--- config.mk ---
export PLATFORM = sky130hd
export DESIGN_NAME = stopwatch_ctrl_flat
export DESIGN_NICKNAME = d
export VERILOG_FILES = /design/src/rtl/stopwatch_ctrl_if.sv /design/src/rtl/stopwatch_ctrl.sv /design/src/flat_wrapper.sv
export SDC_FILE = /design/constraint.sdc
export NUM_CORES = 1
export LEC_CHECK = 0
export CAP_MARGIN = 20
export CORE_MARGIN = 1
export CORE_UTILIZATION = 48
export DETAILED_ROUTE_END_ITERATION = 10
export GPL_ROUTABILITY_DRIVEN = 0
export PLACE_DENSITY = 0.85
export SLEW_MARGIN = 15
export SYNTH_ARGS = -nofsm -noshare
export SYNTH_HDL_FRONTEND = slang
export SYNTH_SLANG_ARGS = --single-unit
--- constraint.sdc ---
create_clock -name clk -period 1.91 [get_ports clk]
set_input_delay 0.191 -clock clk [delete_from_list [all_inputs] [get_ports clk]]
set_output_delay 0.191 -clock clk [all_outputs]
set_load 0.01 [all_outputs]
--- src/rtl/stopwatch_ctrl_if.sv ---
// Panel-side bundle between buttons/counter and the stopwatch controller.
// master drives raw buttons and the live digit word; slave returns pulses and display data.
interface stopwatch_ctrl_if;
  logic        btn_ss;
  logic        btn_lr;
  logic [43:0] num_data;
  logic        sw_ss;
  logic        sw_rst;
  logic [43:0] disp_data;
  logic [1:0]  state;
  logic        init_busy;
  logic        lap_valid;

  modport master (
    output btn_ss, btn_lr, num_data,
    input  sw_ss, sw_rst, disp_data, state, init_busy, lap_valid
  );

  modport slave (
    input  btn_ss, btn_lr, num_data,
    output sw_ss, sw_rst, disp_data, state, init_busy, lap_valid
  );
endinterface

--- src/rtl/stopwatch_ctrl.sv ---
// Stopwatch front panel: debounced buttons drive a 4-state FSM issuing 1-cycle ss/rst pulses and lap capture.
// Press-to-pulse latency DB_CYCLES+3 edges; no backpressure, events are never queued.
module stopwatch_ctrl #(
  parameter int DB_CYCLES = 200,
  parameter int DB_W      = 8
) (
  input  logic              clk,
  input  logic              rst,
  stopwatch_ctrl_if.slave   bus
);

  typedef enum logic [2:0] {
    S_IDLE = 3'b000,
    S_RUN  = 3'b001,
    S_LAP  = 3'b010,
    S_STOP = 3'b011,
    S_INIT = 3'b100
  } state_t;

  localparam logic [DB_W-1:0] CNT_MAX = DB_W'(DB_CYCLES - 1);

  // Bit 0 is the start/stop button, bit 1 is lap/reset.
  logic [1:0]      btn;
  logic [1:0]      s1, s2, db_val, db_prev;
  logic [DB_W-1:0] db_cnt [2];
  logic            ev_ss, ev_lr;

  state_t      state_q, state_nxt;
  logic        sw_ss_q, sw_ss_nxt;
  logic        sw_rst_q, sw_rst_nxt;
  logic        lap_valid_q, lap_valid_nxt;
  logic        lap_cap;
  logic [43:0] lap_reg;

  assign btn = {bus.btn_lr, bus.btn_ss};

  always_ff @(posedge clk or negedge rst) begin
    if (!rst) begin
      s1      <= '0;
      s2      <= '0;
      db_val  <= '0;
      db_prev <= '0;
      for (int i = 0; i < 2; i++) db_cnt[i] <= '0;
    end else begin
      s1      <= btn;
      s2      <= s1;
      db_prev <= db_val;
      for (int i = 0; i < 2; i++) begin
        if (s2[i] == db_val[i]) begin
          db_cnt[i] <= '0;
        end else if (db_cnt[i] == CNT_MAX) begin
          db_val[i] <= s2[i];
          db_cnt[i] <= '0;
        end else begin
          db_cnt[i] <= db_cnt[i] + 1'b1;
        end
      end
    end
  end

  // Start/stop has priority; a coincident lap/reset press is dropped.
  assign ev_ss = db_val[0] & ~db_prev[0];
  assign ev_lr = db_val[1] & ~db_prev[1] & ~ev_ss;

  always_comb begin
    state_nxt  = state_q;
    sw_ss_nxt  = 1'b0;
    sw_rst_nxt = 1'b0;
    lap_cap    = 1'b0;
    case (state_q)
      S_INIT: begin
        state_nxt  = S_IDLE;
        sw_rst_nxt = 1'b1;
      end
      S_IDLE: begin
        if (ev_ss) begin
          state_nxt = S_RUN;
          sw_ss_nxt = 1'b1;
        end else if (ev_lr) begin
          sw_rst_nxt = 1'b1;
        end
      end
      S_RUN: begin
        if (ev_ss) begin
          state_nxt = S_STOP;
          sw_ss_nxt = 1'b1;
        end else if (ev_lr) begin
          state_nxt = S_LAP;
          lap_cap   = 1'b1;
        end
      end
      S_LAP: begin
        if (ev_ss) begin
          state_nxt = S_STOP;
          sw_ss_nxt = 1'b1;
        end else if (ev_lr) begin
          state_nxt = S_RUN;
        end
      end
      S_STOP: begin
        if (ev_ss) begin
          state_nxt = S_RUN;
          sw_ss_nxt = 1'b1;
        end else if (ev_lr) begin
          state_nxt  = S_IDLE;
          sw_rst_nxt = 1'b1;
        end
      end
      default: state_nxt = S_INIT;
    endcase
    lap_valid_nxt = (state_nxt == S_LAP);
  end

  always_ff @(posedge clk or negedge rst) begin
    if (!rst) begin
      state_q     <= S_INIT;
      sw_ss_q     <= 1'b0;
      sw_rst_q    <= 1'b0;
      lap_valid_q <= 1'b0;
      lap_reg     <= '0;
    end else begin
      state_q     <= state_nxt;
      sw_ss_q     <= sw_ss_nxt;
      sw_rst_q    <= sw_rst_nxt;
      lap_valid_q <= lap_valid_nxt;
      if (lap_cap) lap_reg <= bus.num_data;
    end
  end

  assign bus.sw_ss     = sw_ss_q;
  assign bus.sw_rst    = sw_rst_q;
  assign bus.lap_valid = lap_valid_q;
  assign bus.state     = state_q[1:0];
  assign bus.init_busy = state_q[2];
  assign bus.disp_data = lap_valid_q ? lap_reg : bus.num_data;

endmodule

--- src/flat_wrapper.sv ---
// flat-port wrapper written by rule: the top's interface ports become plain ports
module stopwatch_ctrl_flat 
#(
  parameter int DB_CYCLES = 200,
  parameter int DB_W      = 8
)
  (clk, rst, bus_btn_ss, bus_btn_lr, bus_num_data, bus_sw_ss, bus_sw_rst, bus_disp_data, bus_state, bus_init_busy, bus_lap_valid);
  stopwatch_ctrl_if bus_i ();
  input  logic clk;
  input  logic rst;
  input wire logic [$bits(bus_i.btn_ss)-1:0] bus_btn_ss;
  input wire logic [$bits(bus_i.btn_lr)-1:0] bus_btn_lr;
  input wire logic [$bits(bus_i.num_data)-1:0] bus_num_data;
  output wire logic [$bits(bus_i.sw_ss)-1:0] bus_sw_ss;
  output wire logic [$bits(bus_i.sw_rst)-1:0] bus_sw_rst;
  output wire logic [$bits(bus_i.disp_data)-1:0] bus_disp_data;
  output wire logic [$bits(bus_i.state)-1:0] bus_state;
  output wire logic [$bits(bus_i.init_busy)-1:0] bus_init_busy;
  output wire logic [$bits(bus_i.lap_valid)-1:0] bus_lap_valid;
  assign bus_i.btn_ss = bus_btn_ss;
  assign bus_i.btn_lr = bus_btn_lr;
  assign bus_i.num_data = bus_num_data;
  assign bus_sw_ss = bus_i.sw_ss;
  assign bus_sw_rst = bus_i.sw_rst;
  assign bus_disp_data = bus_i.disp_data;
  assign bus_state = bus_i.state;
  assign bus_init_busy = bus_i.init_busy;
  assign bus_lap_valid = bus_i.lap_valid;
  stopwatch_ctrl #(.DB_CYCLES(DB_CYCLES), .DB_W(DB_W)) u_core (.clk(clk), .rst(rst), .bus(bus_i));
endmodule
# --- Word-level counts from Yosys, hierarchy flattened ---
# Cells that the tools add are included.
# W data, S select, Z words.
totals:
  out_inout_bits: 50
  wordCells: 55
  ff_bits: 74
  inputBits: 48
classes:
  reduce_logical: 5
  eq_ne: 9
  add_sub_neg: 2
  mux: 19
  n_bitwise: 8
op_table:
  columns: ["operator", "count"]
  rows:
  - ["$mux W44", 1]
  - ["$mux W8", 4]
  - ["$mux W3", 7]
  - ["$add A8 B1 Y8 const B", 2]
  - ["$eq A8 B8 Y1 const B", 2]
  - ["$pmux W3 S5", 1]
  - ["$eq A3 B2 Y1 const B", 3]
  - ["$mux W1", 5]
  - ["$not A1 Y1", 5]
  - ["$reduce_and A2 Y1", 2]
  - ["$reduce_or A4 Y1", 1]
  - ["$and A1 B1 Y1", 3]
  - ["$eq A3 B1 Y1 const B", 1]
  - ["$eq A3 B3 Y1 const B", 1]
  - ["$logic_not A3 Y1", 1]
  - ["$eq A1 B1 Y1", 2]
  - ["$pmux W1 S2", 1]
  - ["$reduce_or A2 Y1", 1]

# --- Logic depth before layout (Yosys ltp) ---
depth:
  word_depth: 8
  mapped_depth: 6
  mapped_depth_nobuf: 5

# --- Least setup slack after synthesis ---
# No wires, ideal clock.
synth_timing:
  path_kind: "register -> register"
  start: "register u_core.state_q[1]"
  end: "register u_core.lap_reg[0]"
  n_path_buf: 1
  stages_incl_launch_ff: 6
  period_less_slack_ps: 1568
  setup_time_ps: 125
  required_time_ps: 1785
  path_slack_ps: 342
  arrival_ps: 1443
  path_cell_list: "dfrtp_1 -> and2b_4 -> nand2_4 -> nor2_8 -> buf_12 -> mux2_4"
synth_between:
  elab_chain_len: 2
synth_rtl:
  columns: ["element", "line", "rtl"]
  rows:
  - ["start: declaration", "stopwatch_ctrl.sv:28", "state_t state_q, state_nxt;"]
  - ["start signal: assignment", "stopwatch_ctrl.sv:122", "state_q <= state_nxt;"]
  - ["$eq A3 B1 Y1", "stopwatch_ctrl.sv:70", "case (state_q)"]
  - ["$mux W1", "stopwatch_ctrl.sv:70", null]
  - ["end signal: assignment", "stopwatch_ctrl.sv:126", "if (lap_cap) lap_reg <= bus.num_data;"]
  - ["end: declaration", "stopwatch_ctrl.sv:33", "logic [43:0] lap_reg;"]
# Every way passes these cells.
# A chain may end at the register's enable or synchronous reset.

# --- Final worst setup path ---
layout_timing:
  start: "register u_core.lap_valid_q (netlist: u_core.bus.lap_valid)"
  end: "output port bus_disp_data[40]"
layout_between:
  elab_chain_len: 1
layout_rtl:
  columns: ["element", "line", "rtl"]
  rows:
  - ["start: declaration", "stopwatch_ctrl.sv:31", "logic lap_valid_q, lap_valid_nxt;"]
  - ["start signal: assignment", "stopwatch_ctrl.sv:125", "lap_valid_q <= lap_valid_nxt;"]
  - ["$mux W44", "stopwatch_ctrl.sv:135", "assign bus.disp_data = lap_valid_q ? lap_reg : bus.num_data;"]
  - ["end: declaration", "flat_wrapper.sv:16", "output wire logic [$bits(bus_i.disp_data)-1:0] bus_disp_data;"]
# Every way passes these cells.

==> flow_summary.toml <==
[yosys]
syn_area_sq_um = 3620
synth_nets = 304
synthCells = 254
synthTopCellsByCount = "dfrtp_1, mux2_2, mux2_4"
synth.area.top_cells = "dfrtp_1, mux2_4, mux2_2"
synth_top_area_share_pct = 50.4
ys_warn_count = 0
yosysSeqAreaShare_pct = 51.1
synth-edff-count = 0
ys_types = 33
avgSynthCellArea_sq_um = 14.3
synth_most_common_cell = "dfrtp_1"
synth_seq_cells = 74
ys.flop_type = "dfrtp_1"
synth_top_area_cell = "dfrtp_1"
async_reset_ff_share_pct = 100

[clock_tree]
root_buffer = "clkbuf_8"
worstSkewPairLatency_ns = 0.34
post_cts_buffers = 0
clock_path_buffers = 2
cts_tree = "built"
htree_levels = 3
cts_made_buffers = 9
clkTransAtPathRegs_ns = 0.07
clock-sinks = 74

[timing]
drv_slew = 0
timing_worst_slew_pin_value_ns = 0.446
clock.fmax_mhz = 555
skew_ns = 0.00795
finalCritPeriodShare_pct = 94.3
relSlewSlack_pct = 70.0
post-route-min-period_ns = 1.80
setup_violations = 0
rsz0062_at_grt = "no"
hold_viol = 0
fin_setup_tns_ns = 0
whs_ns = 0.285

[global_routing]
grt_max_degree = 37
grt_pass1_wl_microns = 11100
grt_pass1_vias = 2296
overflow = 0
grtUsageTotal_pct = 19.1
antenna_found_initial = 0

[drt]
avgViaCountPerCell = 4.93
dr.first_iter.drc_count = 48
drt_wl_total_microns = 7050
via_count = 2304
route.met2.wl_microns = 3500
ant_nets = 0
wl_per_cell_microns = 15.1
highest_layer = "met4"
drt-met1-wl_microns = 3050
dr.pass1.iters = 5
wl_met3_microns = 389
drc_errors = 0

[finish]
final_area_sq_um = 4900
largest_register_ffs = 44
synthToLayoutAreaGrowth_pct = 35.2
fill_cells = 578
final_nets = 413
multiInputGateArea_sq_um = 1640
seq_area_sq_um = 1850
instances_no_fill = 467
num_antenna_cells = 0
layout-drive-gt1-share_pct = 35.1

[floorplan]
die_h_microns = 88.9
start_util_pct = 49.7
num_rows = 31
ios = 98
core_area_sq_um = 7290
fp.dieW_microns = 88.9
dieArea_sq_um = 7900

[critical_path]
path_buf_inv = 2
path_cells = "buf_12, mux2_2, dlygate4sd2_1"
rr_startpoint = "u_core.db_prev[1]$_DFF_PN0_"
cpPeakStageDelay_ns = 0.41
critical_path_class = "reg2out"
path_delay_family = "buffers and inverters"
timing.rr.end = "u_core.lap_reg[29]$_DFFE_PN0P_"
crit_fanout = 32
rr_worst_depth = 5
critPathLaunchType = "flip-flop"
endpoint_kind = "output pin"
ff2ff_setup_slack_ns = 0.15
cp.required_ns = 1.72
slowest_stage = "dfrtp_2"
critical_path_arrival_ns = 1.61

[pwr]
power.leakage_uw = 0.00226
ir_worst_vdd_mv = 0.389
p_per_area_nw_per_um2 = 637
p_total_uw = 3120

[flow_run]
max_cap_violations = 0

[hold_path]
hold_path.class = "in2reg"
whs_endpoint = "u_core.s1[0]$_DFF_PN0_"
hp-start = "bus_btn_ss"
min_path_cells = 1

[placed_design]
placed_cell_area_sq_um = 4730
dpl.cell_count = 450
portBuffers = 97
place.detailed.hpwl_microns = 5150

[outcome]
status = "finished clean"
-- per-layer routing --
layer | vias up | track usage, %
met5 | - | 0
met1 | 1115 | 24.6
met2 | 67 | 31.0
li1 | 1114 | -
met4 | 0 | 8.80
met3 | 8 | 4.06
-- worst max-delay path by stage --
| stage | slack, ns | start | depth (start not counted) | end |
|---|---|---|---|---|
| global route | 0.04 | u_core.bus.lap_valid$_DFF_PN0_ | 3 | bus_disp_data[38] |
| detailed placement | 0.16 | u_core.db_prev[1]$_DFF_PN0_ | 5 | u_core.lap_reg[26]$_DFFE_PN0P_ |
| finish | 0.11 | u_core.bus.lap_valid$_DFF_PN0_ | 3 | bus_disp_data[40] |
| floorplan | 0.34 | u_core.state_q[1]$_DFF_PN0_ | 5 | u_core.lap_reg[0]$_DFFE_PN0P_ |
| global placement | 0.21 | u_core.db_prev[1]$_DFF_PN0_ | 5 | u_core.lap_reg[12]$_DFFE_PN0P_ |
| CTS | 0.09 | u_core.bus.lap_valid$_DFF_PN0_ | 3 | bus_disp_data[40] |
-- report_power, final --
group / switching (uW) / internal, uW / total [uW]
Combinational: 124 / 181 / 306
Clock: 556 / 668 / 1220
Sequential: 10.5 / 1580 / 1590
Total: 691 / 2430 / 3120
-- what timing repair did --
action,in CTS,in global routing
hold endpoints to repair,32,0
hold buffers,1,0
resized for setup,46,0
endpoints found under the setup margin,44,0
-- metrics by stage --
step                setup WS (ns)  util, %
finish                      0.109     67.2
detailed placement          0.165     64.9
floorplan                   0.342        -
global route               0.0440     67.2
global placement            0.213     64.9
CTS                        0.0875     67.2
-- cell type report --
cell class	count	share of cell area, %
sequential	74	37.8
clock buffer	11	3.09
inverter	2	0.153
tap	99	2.53
timing repair buffer	110	21.9
multi-input combinational	166	33.5
clock inverter	5	1.07
-- layout by cell type, fill, tap and decap left out, types with 2 or more instances in the layout --
cell type / n
nand2_1: 4
nor4_1: 2
o21ai_0: 2
dlygate4sd2_1: 44
nand3_1: 7
nor3_1: 2
clkinv_2: 3
xnor2_1: 8
and3_1: 2
clkdlybuf4s50_1: 52
xor2_1: 6
ha_1: 2
dfrtp_1: 72
buf_12: 4
a21oi_1: 5
nand4_1: 2
mux2_2: 50
or2_2: 2
nor2_1: 21
clkbuf_8: 11
buf_4: 8
mux2_4: 40
inv_1: 2
-- kinds of logic after synthesis --
| family | after synthesis | synth area share (%) |
|---|---|---|
| compound gates | 10 | 1.66 |
| fa+ha+maj | 2 | 0.690 |
| mux | 90 | 32.1 |
| flops | 74 | 51.1 |
| buf+inv | 14 | 3.66 |
| simple gates | 50 | 7.39 |
| xor+xnor | 14 | 3.38 |
-- worst register-to-register path: stages, from the launching register on --
cell and delay, ns:
dfrtp_1 0.37, and2b_1 0.35, nand2_4 0.11, nor2_8 0.27, buf_4 0.24, mux2_4 0.31
Note: power is estimated with default switching activity, not from simulation.
